[src/rtl/oct_reg_arbiter_pkg.sv]
// Shared constants for the octal-register arbiter: FSM encoding, op codes and
// timing defaults derived from the FF bank's propagation delay.
package oct_reg_arbiter_pkg;

   typedef logic [1:0] state_t;

   localparam state_t S_IDLE   = 2'd0;
   localparam state_t S_LOAD   = 2'd1;
   localparam state_t S_SETTLE = 2'd2;
   localparam state_t S_DONE   = 2'd3;

   localparam logic OP_LOAD  = 1'b0;
   localparam logic OP_CLEAR = 1'b1;

   localparam int CLK_PERIOD_NS = 20;
   localparam int REG_TPD_NS    = 48;

   // Whole clock cycles needed to cover a propagation delay.
   function automatic int settle_cycles(input int tpd_ns, input int clk_ns);
      return (tpd_ns + clk_ns - 1) / clk_ns;
   endfunction

   localparam int SETTLE_DEFAULT = settle_cycles(REG_TPD_NS, CLK_PERIOD_NS);

endpackage

[src/rtl/oct_reg_arbiter_if.sv]
// Requester and register-bank bus of the octal-register arbiter.
// The master side is the board (requesters + FF bank), the slave side is the arbiter.
interface oct_reg_arbiter_if #(
   parameter int NREQ  = 4,
   parameter int WIDTH = 8,
   parameter int CNTW  = 16
);

   logic [NREQ-1:0]       REQ;
   logic [NREQ-1:0]       OP;
   logic [NREQ*WIDTH-1:0] DIN;
   logic [NREQ-1:0]       GNT;
   logic                  ACK;
   logic                  BUSY;
   logic [WIDTH-1:0]      REG_D;
   logic                  REG_LD;
   logic                  REG_NCLR;
   logic [WIDTH-1:0]      REG_Q;
   logic [CNTW-1:0]       RISE_CNT;

   modport master (
      output REQ, OP, DIN, REG_Q,
      input  GNT, ACK, BUSY, REG_D, REG_LD, REG_NCLR, RISE_CNT
   );

   modport slave (
      input  REQ, OP, DIN, REG_Q,
      output GNT, ACK, BUSY, REG_D, REG_LD, REG_NCLR, RISE_CNT
   );

endinterface

[src/rtl/oct_reg_arbiter_rr_pick.sv]
// Combinational round-robin selector: first set request at or above ptr,
// wrapping modulo NREQ, returned one-hot with a valid flag.
module oct_reg_arbiter_rr_pick #(
   parameter int NREQ = 4,
   parameter int PW   = 2
) (
   input  logic [NREQ-1:0] req,
   input  logic [PW-1:0]   ptr,
   output logic [NREQ-1:0] gnt_oh,
   output logic            valid
);

   logic [PW-1:0] cand;

   always_comb begin
      gnt_oh = '0;
      valid  = 1'b0;
      cand   = '0;
      for (int unsigned off = 0; off < NREQ; off++) begin
         cand = PW'((32'(ptr) + off) % NREQ);
         if (!valid && req[cand]) begin
            gnt_oh[cand] = 1'b1;
            valid        = 1'b1;
         end
      end
   end

endmodule

[src/rtl/oct_reg_arbiter.sv]
// Round-robin controller sharing one octal FF bank between NREQ requesters,
// with a saturating count of 0->1 transitions on the register outputs.
module oct_reg_arbiter
   import oct_reg_arbiter_pkg::*;
#(
   parameter int NREQ   = 4,
   parameter int WIDTH  = 8,
   parameter int SETTLE = SETTLE_DEFAULT,
   parameter int CNTW   = 16
) (
   input  logic             CLK,
   input  logic             CLR,
   oct_reg_arbiter_if.slave bus
);

   localparam int PW = (NREQ > 1) ? $clog2(NREQ) : 1;
   localparam int WW = (SETTLE > 1) ? $clog2(SETTLE) : 1;
   localparam logic [WW-1:0] WAIT_INIT = (SETTLE > 0) ? WW'(SETTLE - 1) : '0;
   localparam int RW = $clog2(WIDTH + 1);
   localparam int SW = ((CNTW > RW) ? CNTW : RW) + 1;
   localparam logic [SW-1:0] CNT_MAX = SW'({CNTW{1'b1}});

   state_t           state;
   logic [PW-1:0]    rr_ptr;
   logic [PW-1:0]    idx_l;
   logic             op_l;
   logic [WIDTH-1:0] data_l;
   logic [WW-1:0]    wait_cnt;

   logic [NREQ-1:0]  gnt;
   logic             ack;
   logic             busy;
   logic [WIDTH-1:0] reg_d;
   logic             reg_ld;
   logic             reg_nclr;

   logic [NREQ-1:0]  pick_oh;
   logic             pick_valid;
   logic [PW-1:0]    pick_idx;
   logic             pick_op;
   logic [WIDTH-1:0] pick_data;

   logic [WIDTH-1:0] q_prev;
   logic [CNTW-1:0]  rise_cnt;
   logic [RW-1:0]    rises;
   logic [SW-1:0]    sum;

   oct_reg_arbiter_rr_pick #(
      .NREQ (NREQ),
      .PW   (PW)
   ) u_rr_pick (
      .req    (bus.REQ),
      .ptr    (rr_ptr),
      .gnt_oh (pick_oh),
      .valid  (pick_valid)
   );

   always_comb begin
      pick_idx  = '0;
      pick_op   = OP_LOAD;
      pick_data = '0;
      for (int unsigned i = 0; i < NREQ; i++) begin
         if (pick_oh[i]) begin
            pick_idx  = PW'(i);
            pick_op   = bus.OP[i];
            pick_data = bus.DIN[i*WIDTH +: WIDTH];
         end
      end
   end

   // Outputs are registered from the current state, so each strobe trails
   // the state it belongs to by one edge; GNT/BUSY bridge back-to-back grants.
   always_ff @(posedge CLK or posedge CLR) begin
      if (CLR) begin
         state    <= S_IDLE;
         rr_ptr   <= '0;
         idx_l    <= '0;
         op_l     <= OP_LOAD;
         data_l   <= '0;
         wait_cnt <= '0;
         gnt      <= '0;
         ack      <= 1'b0;
         busy     <= 1'b0;
         reg_d    <= '0;
         reg_ld   <= 1'b0;
         reg_nclr <= 1'b1;
      end else begin
         ack      <= 1'b0;
         reg_ld   <= 1'b0;
         reg_nclr <= 1'b1;
         case (state)
            S_IDLE: begin
               gnt  <= pick_oh;
               busy <= pick_valid;
               if (pick_valid) begin
                  idx_l  <= pick_idx;
                  op_l   <= pick_op;
                  data_l <= pick_data;
                  state  <= S_LOAD;
               end
            end
            S_LOAD: begin
               reg_ld   <= 1'b1;
               reg_nclr <= (op_l != OP_CLEAR);
               reg_d    <= (op_l == OP_LOAD) ? data_l : '0;
               wait_cnt <= WAIT_INIT;
               state    <= (SETTLE == 0) ? S_DONE : S_SETTLE;
            end
            S_SETTLE: begin
               if (wait_cnt == '0) state <= S_DONE;
               else                wait_cnt <= wait_cnt - 1'b1;
            end
            default: begin
               ack    <= 1'b1;
               rr_ptr <= (idx_l == PW'(NREQ - 1)) ? '0 : idx_l + 1'b1;
               state  <= S_IDLE;
            end
         endcase
      end
   end

   always_comb begin
      rises = '0;
      for (int unsigned b = 0; b < WIDTH; b++) begin
         rises = rises + RW'(bus.REG_Q[b] & ~q_prev[b]);
      end
   end

   assign sum = SW'(rise_cnt) + SW'(rises);

   always_ff @(posedge CLK or posedge CLR) begin
      if (CLR) begin
         q_prev   <= '0;
         rise_cnt <= '0;
      end else begin
         q_prev   <= bus.REG_Q;
         rise_cnt <= (sum > CNT_MAX) ? CNTW'(CNT_MAX) : CNTW'(sum);
      end
   end

   assign bus.GNT      = gnt;
   assign bus.ACK      = ack;
   assign bus.BUSY     = busy;
   assign bus.REG_D    = reg_d;
   assign bus.REG_LD   = reg_ld;
   assign bus.REG_NCLR = reg_nclr;
   assign bus.RISE_CNT = rise_cnt;

endmodule

[src/flat_wrapper.sv]
// flat-port wrapper written by rule: the top's interface ports become plain ports
module oct_reg_arbiter_flat import oct_reg_arbiter_pkg::*;
#(
   parameter int NREQ   = 4,
   parameter int WIDTH  = 8,
   parameter int SETTLE = SETTLE_DEFAULT,
   parameter int CNTW   = 16
)
  (CLK, CLR, bus_REQ, bus_OP, bus_DIN, bus_REG_Q, bus_GNT, bus_ACK, bus_BUSY, bus_REG_D, bus_REG_LD, bus_REG_NCLR, bus_RISE_CNT);
  oct_reg_arbiter_if #(.NREQ(NREQ), .WIDTH(WIDTH), .CNTW(CNTW)) bus_i ();
  input  logic CLK;
  input  logic CLR;
  input wire logic [$bits(bus_i.REQ)-1:0] bus_REQ;
  input wire logic [$bits(bus_i.OP)-1:0] bus_OP;
  input wire logic [$bits(bus_i.DIN)-1:0] bus_DIN;
  input wire logic [$bits(bus_i.REG_Q)-1:0] bus_REG_Q;
  output wire logic [$bits(bus_i.GNT)-1:0] bus_GNT;
  output wire logic [$bits(bus_i.ACK)-1:0] bus_ACK;
  output wire logic [$bits(bus_i.BUSY)-1:0] bus_BUSY;
  output wire logic [$bits(bus_i.REG_D)-1:0] bus_REG_D;
  output wire logic [$bits(bus_i.REG_LD)-1:0] bus_REG_LD;
  output wire logic [$bits(bus_i.REG_NCLR)-1:0] bus_REG_NCLR;
  output wire logic [$bits(bus_i.RISE_CNT)-1:0] bus_RISE_CNT;
  assign bus_i.REQ = bus_REQ;
  assign bus_i.OP = bus_OP;
  assign bus_i.DIN = bus_DIN;
  assign bus_i.REG_Q = bus_REG_Q;
  assign bus_GNT = bus_i.GNT;
  assign bus_ACK = bus_i.ACK;
  assign bus_BUSY = bus_i.BUSY;
  assign bus_REG_D = bus_i.REG_D;
  assign bus_REG_LD = bus_i.REG_LD;
  assign bus_REG_NCLR = bus_i.REG_NCLR;
  assign bus_RISE_CNT = bus_i.RISE_CNT;
  oct_reg_arbiter #(.NREQ(NREQ), .WIDTH(WIDTH), .SETTLE(SETTLE), .CNTW(CNTW)) u_core (.CLK(CLK), .CLR(CLR), .bus(bus_i));
endmodule
[config.mk]
export PLATFORM = sky130hd
export DESIGN_NAME = oct_reg_arbiter_flat
export DESIGN_NICKNAME = d
export VERILOG_FILES = /design/src/rtl/oct_reg_arbiter_pkg.sv /design/src/rtl/oct_reg_arbiter_if.sv /design/src/rtl/oct_reg_arbiter_rr_pick.sv /design/src/rtl/oct_reg_arbiter.sv /design/src/flat_wrapper.sv
export SDC_FILE = /design/constraint.sdc
export NUM_CORES = 1
export LEC_CHECK = 0
export BUFFER_PORTS_ARGS = -buffer_cell sky130_fd_sc_hd__buf_2
export CAP_MARGIN = 20
export CORE_UTILIZATION = 25
export DETAILED_ROUTE_END_ITERATION = 6
export GPL_TIMING_DRIVEN = 0
export MAX_ROUTING_LAYER = met4
export REMOVE_ABC_BUFFERS = 1
export SYNTH_ARGS = -nofsm -noshare
export SYNTH_HDL_FRONTEND = slang
export SYNTH_SLANG_ARGS = --single-unit
[constraint.sdc]
create_clock -name CLK -period 4.95 [get_ports CLK]
set_input_delay 0.7425 -clock CLK [delete_from_list [all_inputs] [get_ports CLK]]
set_output_delay 0.7425 -clock CLK [all_outputs]
set_load 0.02 [all_outputs]
==> results by group, run 1 <==
Critical path
  – Crit Reg-Reg Startpoint: u_core.q_prev[0]
  – Critical Path AT: approximately 5.0 ns
  – Worst setup SP type: input pin
  – Worst Reg-to-Reg Cells: 17
  – Required time worst endpoint: ~5.2 ns
  – Reg2reg end: u_core.bus.RISE_CNT[12]
  – Crit path kind: input pin to flop
  – CP max FO: 5
  – Setup crit end kind: flop
  – R2R Setup Slk: 0.50 ns

Die
  – I/O pin cnt: 82
  – Die area: roughly 13,000 um^2
  – Row cnt: 40
  – Chip width: ~110 um
  – CORE AREA: about 12,000 um^2
  – Die H: 115 um
  – Starting Density: 26.0%

CTS
  – CTS Buffer Depth: 2
  – Clk sink count: 57
  – CTS H-tree depth: 3
  – Root buffer cell: clkbuf_16
  – Clk slew on worst S/H paths: ~0.05 ns
  – CTS tree: yes
  – Hold-fix buffers, CTS: 0
  – TritonCTS buffer count: 9
  – Clk_lat worst skew: approximately 0.33 ns

GRT
  – Initial antenna violation count: 1
  – Global-route wire length before repair: 12,700 um
  – Global router's overall resource usage: a little over an eighth
  – Vias in the first global route: ~2,600
  – Maximum number of pins on one net before global-route repair: 41
  – Congestion Overflow GR: 0

Synth
  – Synth Area in Adders: a little over a tenth
  – Simple-gate area share of the yosys netlist: between 10% and 20%
  – Post-synthesis xor/xnor area fraction: about 2.2%
  – Primary FF master, synth: dfrtp_1
  – Fraction of synthesized area in multiplexers: 2.96%
  – Post-synth cell types: 48
  – Number of synthesized register bits: between 50 and 60
  – Synthesized area per cell: 9.95 um^2
  – Register area share after synthesis: 45.0%
  – Ys async rst share: 100%
  – Cell Area, Synth: 3170 um^2
  – Mapped Cells: between 300 and 400
  – Synth warnings: 0
  – Largest family of logic cells by synthesized area: simple AND/OR/NAND/NOR gates
  – Post-synthesis compound-gate area fraction: between 10% and 20%
  – Number of synthesized flops with an enable pin: 0

Routing
  – Via density: 4.64
  – DRC Markers: 0
  – Routed wire length: between 7000 and 8000 um
  – Avg WL per Cell: between 10 and 15 um
  – Via count of the routed design: 2,694
  – Final antenna-violating net count: 0
  – Pre-Repair DR Iteration Count: 4
  – Detailed Route Iter0 Violations: 187

Run
  – # Max-Cap Violations: 0

Cells and area
  – Fin nets: 480
  – Multi-input logic area: 1620 um^2
  – Most common cell after layout, fill and taps aside: buf_2
  – Footprint of the flip-flops and latches: roughly 1400 um^2
  – Fin area: slightly above 4000 um^2
  – Filler cells: approximately 1,300
  – Final Non-Filler Cells: just under 600
  – Layout cells sized above 1: between 20% and 30%
  – Layout Area Growth over Synthesis: 29.8%
  – Most frequent cells in the layout: 81 x buf_2, 57 x nand2_1, 56 x dfrtp_1, 26 x inv_1, 19 x ha_1

STA
  – Clk_skew: about 0.0036 ns
  – Slew Limit Fails: 0
  – Final setup fails: 0
  – Hold_ws: roughly 0.40 ns
  – Final worst-path cycle share: approximately 96%
  – Slew @ Worst Pin: between 0.8 and 0.9 ns
  – Final TNS setup: 0 ns
  – Relative slew slack: between 40% and 50%
  – RSZ-0062 raised after global routing: false
  – Hold Vio Cnt, Final: 0
  – Fmax: 211 MHz
  – Tmin final: about 4.7 ns

Placed design
  – DP Wirelength: slightly below 6000 um
  – Placed insts: 560
  – Placed inst area: roughly 3800 um^2
  – GP Congestion: between 0.7 and 0.8
  – Input/output buffers: 81

Power and ir drop
  – Reg power frac: between 20% and 30%
  – Psw: 0.00109 W
  – Power Internal: 0.00154 W
  – Part of the power in combinational logic: a little under half
  – VDD IR max: ~0.31 mV
  – Total Power: roughly 0.0026 W
  – Clock power share: about a quarter
  – Switching part of the total: about two fifths
  – Leakage: 1.92 nW
  – PwrDens: approximately 640 nW/um^2

Run status
  – Status: finished, final reports clean

Hold path
  – Worst Hold Class: input pin to async pin
timing repair:
item	4_1_cts	5_1_grt
gates cloned	0	1
pin swaps	1	2
resized for setup	1	5
setup buffers	0	2
endpoints found under the setup margin	13	14
worst max-delay path by stage:
stage | startpoint | endpoint | slack (ns) | depth (start not counted)
after global routing | bus_REG_Q[0] | u_core.bus.RISE_CNT[10] | 0.03 | 17
final | bus_REG_Q[0] | u_core.bus.RISE_CNT[12] | 0.22 | 18
after detailed placement | bus_REG_Q[0] | u_core.bus.RISE_CNT[0] | -0.49 | 16
after global placement | bus_REG_Q[0] | u_core.bus.RISE_CNT[11] | -0.44 | 16
after CTS | bus_REG_Q[0] | u_core.bus.RISE_CNT[11] | 0.03 | 16
after floorplan | bus_REG_Q[0] | u_core.bus.RISE_CNT[2] | -0.03 | 15
sequential cells by signal, indices dropped and copies added, names as in the netlist:
register / count
u_core.bus.REG_D: 8
u_core.q_prev: 8
u_core.bus.GNT: 4
u_core.bus.RISE_CNT: 16
u_core.op_l: 1
u_core.rr_ptr: 2
u_core.wait_cnt: 2
u_core.bus.REG_NCLR: 1
u_core.bus.REG_LD: 1
u_core.data_l: 8
u_core.state: 2
u_core.bus.ACK: 1
u_core.bus.BUSY: 1
u_core.idx_l: 2
cell type report:
class | count | share of cell area, %
sequential | 57 | 34.6
clock buffer | 12 | 6.47
inverter | 27 | 2.46
clock inverter | 4 | 1.21
multi-input combinational | 227 | 39.4
antenna | 1 | 0.0607
tap | 168 | 5.10
timing repair buffer | 84 | 10.7
power by group through the flow:
| stage | combinational [W] | clock [W] | sequential (W) |
|---|---|---|---|
| final | 0.00122 | 0.000642 | 0.000765 |
| after detailed placement | 0.00123 | 0 | 0.000773 |
| after global placement | 0.00119 | 0 | 0.000765 |
| after CTS | 0.00123 | 0.000655 | 0.000767 |
| after global routing | 0.00137 | 0.000681 | 0.000791 |
| after floorplan | 0.000769 | 0 | 0.000860 |
metrics by stage:
step	utilization (%)	setup slack [ns]
2_1_floorplan	-	-0.0305
3_3_place_gp	30.7	-0.441
3_5_place_dp	30.8	-0.488
4_1_cts	33.5	0.0301
5_1_grt	33.8	0.0279
6_report	33.8	0.218
routing by layer:
| metal | up-vias | GRT usage, % | wire length [um] |
|---|---|---|---|
| li1 | 1299 | - | - |
| met5 | - | - | 0 |
| met3 | 14 | 3.81 | 342 |
| met4 | 0 | 4.33 | 120 |
| met1 | 1318 | 14.9 | 3450 |
| met2 | 63 | 21.7 | 3830 |
synth_stat cells, types with 2 or more instances:
| master | count | area [um^2] |
|---|---|---|
| buf_2 | 3 | 15.0 |
| nor2b_1 | 14 | 87.6 |
| mux4_2 | 2 | 45.0 |
| a32oi_1 | 9 | 78.8 |
| or3_1 | 2 | 12.5 |
| nand3b_1 | 5 | 37.5 |
| nor2_1 | 14 | 52.6 |
| dfrtp_1 | 56 | 1400 |
| nor3_1 | 3 | 15.0 |
| inv_1 | 27 | 101 |
| nand2b_1 | 7 | 43.8 |
| mux2_2 | 2 | 22.5 |
| a22o_1 | 3 | 26.3 |
| o22ai_1 | 2 | 12.5 |
| xnor2_1 | 7 | 61.3 |
| a21o_1 | 3 | 22.5 |
| fa_1 | 5 | 100 |
| o21ai_0 | 15 | 75.1 |
| nand3_1 | 6 | 30.0 |
| o221ai_1 | 9 | 78.8 |
| nand2_1 | 57 | 214 |
| clkbuf_1 | 4 | 15.0 |
| nor4_1 | 3 | 18.8 |
| a31oi_1 | 4 | 25.0 |
| a21oi_1 | 16 | 80.1 |
| ha_1 | 19 | 238 |
worst max-delay path, cell delays in order:
cell and delay [ns]:
buf_2 0.10, nor2b_1 0.14, fa_1 0.53, inv_1 0.06, fa_1 0.50, fa_1 0.54
inv_1 0.04, ha_1 0.21, fa_1 0.51, inv_1 0.06, fa_2 0.38, nor2b_2 0.13
o21ai_1 0.10, a211o_2 0.40, buf_4 0.15, nor2_1 0.14, nand3_1 0.10, o21a_1 0.11
logic make-up (layout without fill, tap and decap cells):
group / Yosys count / count (layout)
and+or+nand+nor: 118 / 119
adders and majority gates: 24 / 24
xor gates and xnor gates: 8 / 8
DFF: 57 / 57
buffers and inverters: 36 / 127
muxes: 5 / 5
AOI/OAI and AO/OA: 71 / 71
other: 0 / 1
No activity file was read; power rests on OpenSTA's default activity.
==> run 2, diff against run 1 <==
Settings changed: MAX_ROUTING_LAYER met4 to not set.
==> results by group, run 2 (same netlist as run 1, synthesis figures left out) <==
Run status
  – Status: finished, final reports clean

Placed design
  – Placed insts: 560 (unchanged)
  – DP Wirelength: 5810 um (unchanged)
  – Input/output buffers: 81 (unchanged)
  – Pre-CTS setup slack: -0.488 ns (unchanged)
  – GP Congestion: 0.780 (-1.4%)

Die
  – Die area: 13,200 um^2 (unchanged)
  – CORE AREA: 12,200 um^2 (unchanged)
  – Chip width: 115 um (unchanged)
  – Starting Density: 26.0% (unchanged)
  – Row cnt: 40 (unchanged)
  – I/O pin cnt: 82 (unchanged)
  – Die H: 115 um (unchanged)

Critical path
  – Setup crit end kind: flop
  – Critical Path AT: 4.95 ns (about the same)
  – CP max FO: 5 (unchanged)
  – Worst path slowest cell: fa_1
  – Required time worst endpoint: 5.17 ns (about the same)
  – CP peak stage delay: 0.54 ns (about the same)
  – Crit path kind: input pin to flop
  – Crit-path cells: buf_2, nor2b_1, fa_1, inv_1, fa_1, fa_1, inv_1, ha_1, fa_1, inv_1, fa_2, nor2b_2, o21ai_1, a211o_2, buf_4, nor2_1, nand3_1, o21a_1
  – Crit Reg-Reg Startpoint: u_core.q_prev[0]
  – Worst setup SP type: input pin
  – Worst Reg-to-Reg Cells: 17 (unchanged)
  – CP Depth: 18 (unchanged)
  – Bufs and invs on worst path: 5 (unchanged)
  – Crit. Startpoint: bus_REG_Q[0]
  – CP dominant cell by count: fa_1
  – Cell family with most CP delay: adder cells

Cells and area
  – Filler cells: 1,286 (+0.16%)
  – Diodes inserted: 0 (-1)
  – Final Non-Filler Cells: 579 (-0.17%)
  – Max reg flops: 16 (unchanged)
  – Most frequent cells in the layout: 81 x buf_2, 57 x nand2_1, 56 x dfrtp_1, 26 x inv_1, 19 x ha_1
  – Footprint of the flip-flops and latches: 1430 um^2 (unchanged)
  – Layout cells sized above 1: 29.2% (unchanged)
  – Most common cell after layout, fill and taps aside: buf_2
  – Layout Area Growth over Synthesis: 29.8% (about the same)
  – Fin nets: 480 (unchanged)
  – Multi-input logic area: 1620 um^2 (unchanged)

GRT
  – Maximum number of pins on one net before global-route repair: 41 (unchanged)
  – Global router's overall resource usage: 12.6% (-0.37 points)
  – Congestion Overflow GR: 0 (unchanged)
  – Vias in the first global route: 2,623 (-0.27%)
  – Initial antenna violation count: 1 (unchanged)
  – Global-route wire length before repair: 12,700 um (about the same)

Routing
  – Final antenna-violating net count: 0 (unchanged)
  – Detailed Route Iter0 Violations: 170 (-9.1%)
  – Routed wire length: 7760 um (+0.14%)
  – Via density: 4.66 (+0.25%)
  – Via count of the routed design: 2,696 (+0.074%)
  – Avg WL per Cell: 13.4 um (+0.31%)
  – DRC Markers: 0 (unchanged)
  – Pre-Repair DR Iteration Count: 4 (unchanged)

Hold path
  – Worst Hold Class: input pin to async pin

Power and ir drop
  – Leakage: 1.92 nW (about the same)
  – Part of the power in combinational logic: 46.5% (about the same)
  – VDD IR max: 0.313 mV (+0.35%)
  – Clock power share: 24.4% (about the same)
  – Power Internal: 0.00154 W (about the same)
  – Switching part of the total: 41.4% (+0.050 points)
  – Reg power frac: 29.1% (about the same)
  – Psw: 0.00109 W (+0.21%)
  – PwrDens: 639 nW/um^2 (+0.15%)

STA
  – RSZ-0062 raised after global routing: false
  – Relative slew slack: 43.6% (-0.49 points)
  – Fmax: 211 MHz (about the same)
  – Hold Vio Cnt, Final: 0 (unchanged)
  – Final setup fails: 0 (unchanged)
  – Slew Limit Fails: 0 (unchanged)
  – PnR worst setup slack: 0.218 ns (+0.000148 ns)
  – Clk_skew: 0.00371 ns (+0.0000960 ns)
  – Tmin final: 4.73 ns (-0.000148 ns)
  – Slew @ Worst Pin: 0.844 ns (+0.00737 ns)
  – Final worst-path cycle share: 95.6% (about the same)

CTS
  – Clk_lat worst skew: 0.33 ns (about the same)
  – Root buffer cell: clkbuf_16
  – CTS Buffer Depth: 2 (unchanged)
  – CTS tree: yes
  – Hold-fix buffers, CTS: 0 (unchanged)
  – Clk sink count: 57 (unchanged)
  – CTS H-tree depth: 3 (unchanged)
  – Clk slew on worst S/H paths: 0.05 ns (about the same)
  – TritonCTS buffer count: 9 (unchanged)

Run
  – # Max-Cap Violations: 0 (unchanged)
run 2: worst paths after layout:
kind                       slack, ns                 endpoint
max reg2reg                     0.50  u_core.bus.RISE_CNT[12]
max in group asynchronous       3.94      u_core.bus.REG_NCLR
max                             0.22  u_core.bus.RISE_CNT[12]
min reg2reg                     0.48      u_core.bus.REG_D[2]
min                             0.40   u_core.bus.RISE_CNT[0]
min in group CLK                0.48      u_core.bus.REG_D[2]
run 2: per-layer routing:
layer,track usage (%),vias to the layer above,part of all wire (%)
li1,-,1297,-
met4,4.33,2,1.4
met2,21.7,64,50
met1,15.0,1321,45
met3,3.81,12,4.2
met5,0,-,0.17
run 2: cell type report:
| cell class | instances | share of cell area (%) |
|---|---|---|
| clock buffer | 12 | 6.47 |
| clock inverter | 4 | 1.22 |
| inverter | 27 | 2.46 |
| multi-input combinational | 227 | 39.4 |
| sequential | 57 | 34.7 |
| tap | 168 | 5.10 |
| timing repair buffer | 84 | 10.7 |
run 2: power groups by stage:
stage / Sequential [W] / Clock [W] / Combinational [W]
2_1_floorplan: 0.000860 / 0 / 0.000769
3_3_place_gp: 0.000765 / 0 / 0.00119
3_5_place_dp: 0.000773 / 0 / 0.00123
4_1_cts: 0.000767 / 0.000655 / 0.00123
5_1_grt: 0.000791 / 0.000681 / 0.00137
6_report: 0.000765 / 0.000644 / 0.00122
run 2: stage by stage:
step / hold slack [ns] / total power, W / utilization [%] / TNS [ns] / cell area (um^2)
after detailed placement: 0.477 / 0.00200 / 30.8 / -6.19 / 3760
after CTS: 0.408 / 0.00265 / 33.5 / 0 / 4090
after floorplan: 0.440 / 0.00163 / - / -0.107 / 3130
after global placement: 0.464 / 0.00195 / 30.7 / -5.54 / 3740
final: 0.402 / 0.00263 / 33.7 / 0 / 4120
after global routing: 0.423 / 0.00285 / 33.7 / 0 / 4120
run 2: what timing repair did:
| action | 4_1_cts | 5_1_grt |
|---|---|---|
| buffers inserted | 0 | 2 |
| endpoints found under the hold margin | 0 | 0 |
| gates cloned | 0 | 1 |
| pin swaps | 1 | 2 |
| gates resized for setup | 1 | 5 |
| endpoints found under the setup margin | 13 | 14 |
